File: src/rtl/flex_stp_deser_pkg.sv
// Shared types and helpers for the flex serial-to-parallel deserializer family.
package flex_sr_pkg;

    typedef enum logic {
        SHIFT_LSB_FIRST = 1'b0,
        SHIFT_MSB_FIRST = 1'b1
    } shift_dir_t;

    localparam logic DEFAULT_FILL = 1'b1;

    function automatic int beats(input int num_bits, input int lanes);
        return num_bits / lanes;
    endfunction

    // Counter width for n states, never narrower than one bit.
    function automatic int cnt_w(input int n);
        return (n > 1) ? $clog2(n) : 1;
    endfunction

endpackage

File: src/rtl/flex_stp_deser_if.sv
// Serial-in / word-out bundle: the master drives bits and accepts words, the slave deserializes.
interface flex_stp_deser_if
    import flex_sr_pkg::*;
#(
    parameter int NUM_BITS = 8,
    parameter int LANES    = 1,
    parameter int CNT_W    = cnt_w(beats(NUM_BITS, LANES))
);

    logic                clear;
    logic                shift_enable;
    logic [LANES-1:0]    serial_in;
    logic [NUM_BITS-1:0] parallel_out;
    logic [NUM_BITS-1:0] word_out;
    logic                word_valid;
    logic                word_ready;
    logic                overrun;
    logic [CNT_W-1:0]    beat_count;

    modport master (
        output clear, shift_enable, serial_in, word_ready,
        input  parallel_out, word_out, word_valid, overrun, beat_count
    );

    modport slave (
        input  clear, shift_enable, serial_in, word_ready,
        output parallel_out, word_out, word_valid, overrun, beat_count
    );

endinterface

File: src/rtl/flex_beat_counter.sv
// Rollover counter 0..MAX-1 with sync clear; rollover_pulse marks the enabled beat that wraps.
module flex_beat_counter #(
    parameter int MAX = 8,
    parameter int W   = 3
) (
    input  logic         clk,
    input  logic         rst,
    input  logic         clear,
    input  logic         enable,
    output logic [W-1:0] count,
    output logic         rollover_pulse
);

    localparam logic [W-1:0] LAST = W'(MAX - 1);

    always_ff @(posedge clk or posedge rst) begin
        if (rst)
            count <= '0;
        else if (clear)
            count <= '0;
        else if (enable)
            count <= (count == LAST) ? '0 : count + 1'b1;
    end

    // Clear wins over enable, so a clearing edge never completes a word.
    assign rollover_pulse = enable && !clear && (count == LAST);

endmodule

File: src/rtl/flex_stp_deser.sv
// LANES-wide serial-to-parallel deserializer with beat framing, word holding register,
// valid/ready hand-off and sticky overrun.
module flex_stp_deser
    import flex_sr_pkg::*;
#(
    parameter int   NUM_BITS   = 8,
    parameter int   LANES      = 1,
    parameter bit   SHIFT_MSB  = 1'b1,
    parameter logic RESET_FILL = DEFAULT_FILL
) (
    input logic              clk,
    input logic              rst,
    flex_stp_deser_if.slave  bus
);

    localparam int         BEATS = beats(NUM_BITS, LANES);
    localparam int         CNT_W = cnt_w(BEATS);
    localparam shift_dir_t DIR   = shift_dir_t'(SHIFT_MSB);

    logic [NUM_BITS-1:0] q;
    logic [NUM_BITS-1:0] q_next;
    logic [NUM_BITS-1:0] word_q;
    logic                valid_q;
    logic                ovr_q;
    logic [CNT_W-1:0]    cnt;
    logic                done;

    generate
        if (DIR == SHIFT_MSB_FIRST) begin : g_msb
            assign q_next = {q[NUM_BITS-LANES-1:0], bus.serial_in};
        end else begin : g_lsb
            assign q_next = {bus.serial_in, q[NUM_BITS-1:LANES]};
        end
    endgenerate

    flex_beat_counter #(
        .MAX (BEATS),
        .W   (CNT_W)
    ) u_beat_counter (
        .clk            (clk),
        .rst            (rst),
        .clear          (bus.clear),
        .enable         (bus.shift_enable),
        .count          (cnt),
        .rollover_pulse (done)
    );

    always_ff @(posedge clk or posedge rst) begin
        if (rst)
            q <= {NUM_BITS{RESET_FILL}};
        else if (bus.clear)
            q <= {NUM_BITS{RESET_FILL}};
        else if (bus.shift_enable)
            q <= q_next;
    end

    // Holding register captures the post-shift value on the completing edge;
    // clear keeps the last word but drops valid and overrun.
    always_ff @(posedge clk or posedge rst) begin
        if (rst) begin
            word_q  <= '0;
            valid_q <= 1'b0;
            ovr_q   <= 1'b0;
        end else if (bus.clear) begin
            valid_q <= 1'b0;
            ovr_q   <= 1'b0;
        end else if (done) begin
            word_q  <= q_next;
            valid_q <= 1'b1;
            if (valid_q && !bus.word_ready)
                ovr_q <= 1'b1;
        end else if (valid_q && bus.word_ready) begin
            valid_q <= 1'b0;
        end
    end

    assign bus.parallel_out = q;
    assign bus.word_out     = word_q;
    assign bus.word_valid   = valid_q;
    assign bus.overrun      = ovr_q;
    assign bus.beat_count   = cnt;

endmodule

File: src/flat_wrapper.sv
// flat-port wrapper written by rule: the top's interface ports become plain ports
module flex_stp_deser_flat import flex_sr_pkg::*;
#(
    parameter int   NUM_BITS   = 8,
    parameter int   LANES      = 1,
    parameter bit   SHIFT_MSB  = 1'b1,
    parameter logic RESET_FILL = DEFAULT_FILL
)
  (clk, rst, bus_clear, bus_shift_enable, bus_serial_in, bus_word_ready, bus_parallel_out, bus_word_out, bus_word_valid, bus_overrun, bus_beat_count);
  flex_stp_deser_if #(.NUM_BITS(NUM_BITS), .LANES(LANES)) bus_i ();
  input logic clk;
  input logic rst;
  input wire logic [$bits(bus_i.clear)-1:0] bus_clear;
  input wire logic [$bits(bus_i.shift_enable)-1:0] bus_shift_enable;
  input wire logic [$bits(bus_i.serial_in)-1:0] bus_serial_in;
  input wire logic [$bits(bus_i.word_ready)-1:0] bus_word_ready;
  output wire logic [$bits(bus_i.parallel_out)-1:0] bus_parallel_out;
  output wire logic [$bits(bus_i.word_out)-1:0] bus_word_out;
  output wire logic [$bits(bus_i.word_valid)-1:0] bus_word_valid;
  output wire logic [$bits(bus_i.overrun)-1:0] bus_overrun;
  output wire logic [$bits(bus_i.beat_count)-1:0] bus_beat_count;
  assign bus_i.clear = bus_clear;
  assign bus_i.shift_enable = bus_shift_enable;
  assign bus_i.serial_in = bus_serial_in;
  assign bus_i.word_ready = bus_word_ready;
  assign bus_parallel_out = bus_i.parallel_out;
  assign bus_word_out = bus_i.word_out;
  assign bus_word_valid = bus_i.word_valid;
  assign bus_overrun = bus_i.overrun;
  assign bus_beat_count = bus_i.beat_count;
  flex_stp_deser #(.NUM_BITS(NUM_BITS), .LANES(LANES), .SHIFT_MSB(SHIFT_MSB), .RESET_FILL(RESET_FILL)) u_core (.clk(clk), .rst(rst), .bus(bus_i));
endmodule
File: config.mk
export PLATFORM = sky130hd
export DESIGN_NAME = flex_stp_deser_flat
export DESIGN_NICKNAME = d
export VERILOG_FILES = /design/src/rtl/flex_stp_deser_pkg.sv /design/src/rtl/flex_stp_deser_if.sv /design/src/rtl/flex_beat_counter.sv /design/src/rtl/flex_stp_deser.sv /design/src/flat_wrapper.sv
export SDC_FILE = /design/constraint.sdc
export NUM_CORES = 1
export LEC_CHECK = 0
export ABC_AREA = 0
export BUFFER_PORTS_ARGS = -buffer_cell sky130_fd_sc_hd__buf_4
export CORE_AREA = 2 2 51 53
export DETAILED_ROUTE_END_ITERATION = 16
export DIE_AREA = 0 0 53 55
export PLACE_DENSITY = 0.69
export SLEW_MARGIN = 20
export SYNTH_ARGS = -nofsm -noshare
export SYNTH_HDL_FRONTEND = slang
export SYNTH_SLANG_ARGS = --single-unit
File: constraint.sdc
create_clock -name clk -period 2.2 [get_ports clk]
set_clock_uncertainty 0.2 [all_clocks]
set_input_delay 0.44 -clock clk [delete_from_list [all_inputs] [get_ports clk]]
set_output_delay 0.44 -clock clk [all_outputs]
set_load 0.01 [all_outputs]
==> reports/qor.txt, run 1 <==
Outcome - finished, final reports clean
Clock transition at the registers of the reported paths - 110 ps
Capture point of the worst reg-to-reg path - u_core.bus.word_out[2]
Die boundary height - 55 um
NumNets Final - 103
Synthesis warning total - 0
Number of violations reported at the end of detailed-routing iteration 0 - 10
DR pass1 iterations - 4
Total power - 677 uW
Die Wd - 53 um
Uppermost routed layer - met3
Final count of negative-setup-slack endpoints - 0
Clock Path Buffers - 2
Core Rows - 18
Total inserted antenna cells - 0
Cell count of the worst hold path - 2
CTS Root Buffer Type - clkbuf_4
Total via count in the routed design - 602
Type of the most critical hold path - in -> reg
Number of pins exceeding their max-slew limit in the final report - 0
Combined area of all synthesized cells - 915 um^2
Met2 Routed Length - 832 um
Vias per std cell - 4.85
P per Cell Area - 585 nW/um^2
Post-layout minimum cycle time - 1690 ps
Total number of clock tree sinks - 21
H-tree levels - 1
Syn nets - 73
Arrival time of the worst setup path - 1680 ps
Register area share after synthesis - 0.585
Wire length of the first global-routing pass - 2730 um
Hold Startpoint - bus_serial_in
Startpoint of the worst register-to-register path - u_core.u_beat_counter.count[0]
Full die area - 2920 um^2
Max Fclk - 590 MHz
Critical Path End Type - register
Setup repair after global routing missed its margin - false
Count of unique library cells instantiated by Yosys - 20
Total DRC errors in the routed layout - 0
CP Max Fanout - 8
Max transition margin - 0.830
Critical path required time - 2190 ps
Met1 wire length - 664 um
Worst IR Drop VDD - 378 uV
I/O pin total - 27
Length of routed met3 wiring - 65 um
Overall overflow remaining after global route - 0
Starting density of the core - 0.387
Synth-to-Final Area Change - 26.5%
Number of standard cells after synthesis - 65
Post-layout utilization of the core - 0.489
Clock buffer count from CTS - 3
Worst-Margin Slew - 255 ps
Max-cap check violation count - 0
Count of state elements after synthesis - 21
Total wire length - 1560 um
Sum of net half-perimeters after detailed placement - 1120 um
Final setup TNS - 0 ps
Total GRT Usage - 0.129
Routed length per instance - 12.6 um
Pin count of the biggest net entering global routing - 24
Mean Syn Cell Area - 14.1 um^2
Final hold violation count - 0
Cell leakage power - 0.000593 uW
Gpl congestion - 0.677
Final period utilization - 0.770
Count of buffers from port buffering - 26
Final design instance area without fill - 1160 um^2
Buffer count from post-CTS setup fixing - 0
Kind of launch point of the worst setup path - register
Area after DPL - 1120 um^2
Clock tree from TritonCTS - yes
Setup slack of the worst register-to-register path - 510 ps
Placeable core region - 2360 um^2
Clock latency at the later pin of the worst-skew pair - 290 ps
Initial antenna violation count - 0
Number of global-route vias before repair - 618
Worst min-delay path endpoint - u_core.bus.parallel_out[0]
Critical setup path kind - reg -> reg
Share of post-route cells with drive strength above 1 - 0.532
Depth of the most critical reg-to-reg path - 4
Antenna-violating nets left - 0
[cells in the final DEF, fill, tap and decap left out]
| cell type | instances |
|---|---|
| ha_1 | 2 |
| a211o_2 | 2 |
| dlygate4sd3_1 | 1 |
| inv_1 | 2 |
| nand2_1 | 1 |
| nor2b_1 | 6 |
| nor2_1 | 2 |
| nand3b_4 | 1 |
| mux2i_1 | 2 |
| buf_4 | 27 |
| clkinv_2 | 1 |
| dfrtp_1 | 13 |
| dfstp_2 | 8 |
| a21oi_1 | 3 |
| clkbuf_4 | 3 |
| and2b_1 | 2 |
| mux2_2 | 8 |
| nand2b_1 | 2 |
| or3b_1 | 1 |
| nand4b_1 | 1 |
| a211o_1 | 6 |
[synthesized netlist by cell type]
cell      count  area [um^2]
buf_12        1         20.0
nand3b_4      1         20.0
or3b_1        1         8.76
ha_1          2         25.0
nor2_1        2         7.51
a211o_1       6         52.6
dfrtp_1      13          325
buf_6         1         11.3
a211o_2       2         20.0
inv_1         2         7.51
dfstp_2       8          210
nand2_1       1         3.75
nor2b_1       6         37.5
mux2i_1       2         20.0
clkbuf_1      1         3.75
and2b_1       2         15.0
nand2b_1      2         12.5
mux2_2        8         90.1
nand4b_1      1         8.76
a21oi_1       3         15.0
[area by class of cell]
cell class / instances / area, um^2
sequential: 21 / 536
timing repair buffer: 28 / 213
inverter: 2 / 7.51
tap: 30 / 37.5
clock buffer: 3 / 22.5
clock inverter: 1 / 5.00
fill: 228 / 1210
multi-input combinational: 39 / 337
[routing by layer]
metal  GRT usage  vias to the layer above
met3      0.0269                        0
li1            -                      287
met4      0.0385                        0
met2       0.235                       14
met5           0                        -
met1       0.153                      301
[power by group]
part	total, uW	internal [uW]	switching, uW	leakage (uW)
combinational	79.6	42.0	37.6	0.000310
clock	179	67.6	112	0.0000177
sequential	418	406	11.6	0.000265
[critical path, stage by stage (launching register included)]
cell	delay, ps
dfrtp_1	430
ha_1	210
ha_1	240
nand3b_4	160
mux2_2	350
[through the flow]
step / setup slack (ps) / hold slack, ps / cells
6_report: 506 / 163 / 124
5_1_grt: 443 / 156 / 124
3_5_place_dp: 505 / 293 / 119
4_1_cts: 493 / 154 / 124
3_3_place_gp: 563 / 289 / 119
2_1_floorplan: 560 / 211 / 65
[kinds of logic after synthesis]
family / share of synthesized area
buffers and inverters: 0.0465
muxes: 0.120
DFF: 0.585
AOI/OAI and AO/OA: 0.0958
and+or+nand+nor: 0.124
adders and majority gates: 0.0274
[repair_timing]
item / in CTS / in global routing
resized for setup: 0 / 0
hold buffers: 1 / 0
endpoints found under the hold margin: 13 / 0
[registers in the layout, summed over array words and instances (netlist names)]
register                     cells
u_core.bus.overrun               1
u_core.bus.word_valid            1
u_core.bus.parallel_out          8
u_core.bus.word_out              8
u_core.u_beat_counter.count      3
[worst max path at each step]
| stage | startpoint | endpoint | slack, ps | cells after the start |
|---|---|---|---|---|
| 3_5_place_dp | u_core.u_beat_counter.count[0] | u_core.bus.word_out[2] | 510 | 4 |
| 2_1_floorplan | u_core.u_beat_counter.count[0] | u_core.bus.word_out[0] | 560 | 4 |
| 3_3_place_gp | u_core.u_beat_counter.count[0] | u_core.bus.word_out[3] | 560 | 4 |
| 5_1_grt | u_core.u_beat_counter.count[0] | u_core.u_beat_counter.count[0] | 440 | 4 |
| 4_1_cts | u_core.u_beat_counter.count[0] | u_core.bus.word_out[2] | 490 | 4 |
| 6_report | u_core.u_beat_counter.count[0] | u_core.bus.word_out[2] | 510 | 4 |
No activity file was read; power rests on OpenSTA's default activity.
==> run 2: changes to the inputs <==
==> constraint.sdc (replaced) <==
create_clock -name clk -period 1.6 [get_ports clk]
set_clock_uncertainty 0.2 [all_clocks]
set_input_delay 0.32 -clock clk [delete_from_list [all_inputs] [get_ports clk]]
set_output_delay 0.32 -clock clk [all_outputs]
set_load 0.01 [all_outputs]
==> reports/qor.txt, run 2 (synthesis gave the netlist of run 1 again) <==
Outcome - finished, final reports clean (unchanged)
Length of routed met3 wiring - 75 um (was 65 um)
CP Max Fanout - 8 (unchanged)
Final hold violation count - 0 (unchanged)
Synth-to-Final Area Change - 29.7% (was 26.5%)
Total number of clock tree sinks - 21 (unchanged)
Type of the most critical hold path - in -> reg (unchanged)
Clock tree from TritonCTS - yes (unchanged)
Arrival time of the worst setup path - 1560 ps (was 1680 ps)
Area after DPL - 1140 um^2 (was 1120 um^2)
Worst IR Drop VDD - 493 uV (was 378 uV)
Startpoint of the worst register-to-register path - u_core.u_beat_counter.count[0] (unchanged)
Core Rows - 18 (unchanged)
Antenna-violating nets left - 0 (unchanged)
Total GRT Usage - 0.127 (was 0.129)
Critical path cell sequence - ha_2, ha_4, nand3b_4, mux2_2 (was ha_1, ha_1, nand3b_4, mux2_2)
DR pass1 iterations - 4 (unchanged)
Starting density of the core - 0.387 (unchanged)
Number of violations reported at the end of detailed-routing iteration 0 - 8 (was 10)
Die boundary height - 55 um (unchanged)
Capture point of the worst reg-to-reg path - u_core.bus.word_out[5] (was u_core.bus.word_out[2])
Worst setup margin - 32.1 ps (was 506 ps)
P per Cell Area - 789 nW/um^2 (was 585 nW/um^2)
Gpl congestion - 0.705 (was 0.677)
Vias per std cell - 4.71 (was 4.85)
Critical-path top delay cell - dfrtp_1 (unchanged)
Worst min-delay path endpoint - u_core.bus.parallel_out[0] (unchanged)
Max Fclk - 638 MHz (was 590 MHz)
Initial antenna violation count - 0 (unchanged)
Clock transition at the registers of the reported paths - 110 ps (about the same)
Clock Path Buffers - 2 (unchanged)
Final setup TNS - 0 ps (unchanged)
Number of pins exceeding their max-slew limit in the final report - 0 (unchanged)
Cell leakage power - 0.000595 uW (was 0.000593 uW)
Overall overflow remaining after global route - 0 (unchanged)
Max transition margin - 0.828 (was 0.830)
Worst slack at placement - -3.12 ps (was 505 ps)
Final design instance area without fill - 1190 um^2 (was 1160 um^2)
Met1 wire length - 673 um (was 664 um)
Total via count in the routed design - 593 (was 602)
Cell count of the worst hold path - 2 (unchanged)
Post-layout utilization of the core - 0.502 (was 0.489)
Total inserted antenna cells - 0 (unchanged)
Commonest non-fill, non-tap cell in the layout - buf_4 (unchanged)
Hold Startpoint - bus_serial_in (unchanged)
I/O pin total - 27 (unchanged)
Total wire length - 1630 um (was 1560 um)
Setup repair after global routing missed its margin - true (was false)
Clock latency at the later pin of the worst-skew pair - 290 ps (about the same)
Pin count of the biggest net entering global routing - 24 (unchanged)
Commonest cells after routing, fill and taps aside - 29 x buf_4, 13 x dfrtp_1, 8 x mux2_2, 8 x dfstp_2 (was 27 x buf_4, 13 x dfrtp_1, 8 x mux2_2, 8 x dfstp_2)
Depth of the most critical reg-to-reg path - 4 (unchanged)
Worst-Margin Slew - 258 ps (was 255 ps)
Post-layout minimum cycle time - 1570 ps (was 1690 ps)
Wire length of the first global-routing pass - 2610 um (was 2730 um)
Buffer count from post-CTS setup fixing - 0 (unchanged)
Share of post-route cells with drive strength above 1 - 0.552 (was 0.532)
Setup slack of the worst register-to-register path - 30 ps (was 510 ps)
H-tree levels - 1 (unchanged)
Critical setup path kind - reg -> reg (unchanged)
Kind of launch point of the worst setup path - register (unchanged)
NumNets Final - 105 (was 103)
Full die area - 2920 um^2 (unchanged)
Final period utilization - 0.980 (was 0.770)
Final count of negative-setup-slack endpoints - 0 (unchanged)
Critical path required time - 1590 ps (was 2190 ps)
Total DRC errors in the routed layout - 0 (unchanged)
CTS Root Buffer Type - clkbuf_4 (unchanged)
Die Wd - 53 um (unchanged)
Routed length per instance - 12.9 um (was 12.6 um)
Number of global-route vias before repair - 564 (was 618)
Clock buffer count from CTS - 3 (unchanged)
Placeable core region - 2360 um^2 (unchanged)
Max-cap check violation count - 0 (unchanged)
Uppermost routed layer - met3 (unchanged)
Critical Path End Type - register (unchanged)
Maximum cell stage delay along the critical path - 410 ps (was 430 ps)
Met2 Routed Length - 882 um (was 832 um)
Count of buffers from port buffering - 26 (unchanged)
## run 2: changes by cell type in the layout (fill, tap and decap cells not counted), sizes merged
cell,previous run,this run
buf,27,29
clkbuf,3,4
clkinv,1,0
## run 2: metrics by stage
stage                     power [uW]  std cells  hold WS [ps]
after floorplan                  648         65          90.6
after global routing             991        126          32.3
after detailed placement         699        121           169
after global placement           697        121           166
final                            936        126          45.5
after CTS                        956        126          33.1
## run 2: report_power, final
| group | internal, uW | switching [uW] | leakage, uW |
|---|---|---|---|
| sequential | 559 | 14.8 | 0.000265 |
| clock | 96.8 | 149 | 0.0000150 |
| combinational | 62.7 | 54.7 | 0.000315 |
## run 2: cell type report
| cell class | count | area [um^2] |
|---|---|---|
| Multi-Input combinational cell | 39 | 352 |
| Sequential cell | 21 | 536 |
| Clock buffer | 4 | 26.3 |
| Timing Repair Buffer | 30 | 228 |
| Tap cell | 30 | 37.5 |
| Fill cell | 232 | 1180 |
| Inverter | 2 | 7.51 |
## run 2: worst max-delay path by stage
stage	startpoint	to	slack, ps	cells after the start
after global routing	u_core.u_beat_counter.count[0]	u_core.bus.word_out[5]	-9	4
final	u_core.u_beat_counter.count[0]	u_core.bus.word_out[5]	30	4
after floorplan	u_core.u_beat_counter.count[0]	u_core.bus.word_out[0]	5	4
after CTS	u_core.u_beat_counter.count[0]	u_core.bus.word_out[5]	20	4
after global placement	u_core.u_beat_counter.count[0]	u_core.bus.word_out[3]	40	4
after detailed placement	u_core.u_beat_counter.count[0]	u_core.bus.word_out[5]	-3	4
## run 2: layer usage
metal / track usage / vias to the layer above
met2: 0.231 / 14
met5: 0 / -
met1: 0.144 / 289
li1: - / 290
met4: 0.0513 / 0
met3: 0.0296 / 0
## run 2: worst max-delay path: cells and delay by family, from the launching register on
kind                     cells  cell delay [ps]
AND/OR/NAND/NOR              1              130
flip-flops                   1              410
adder cells (fa/ha/maj)      2              370
multiplexers                 1              350
## run 2: timing repair
action	CTS	global route
endpoints found under the hold margin	13	0
endpoints found under the setup margin	8	5
hold buffers	1	0
gates resized for setup	2	0
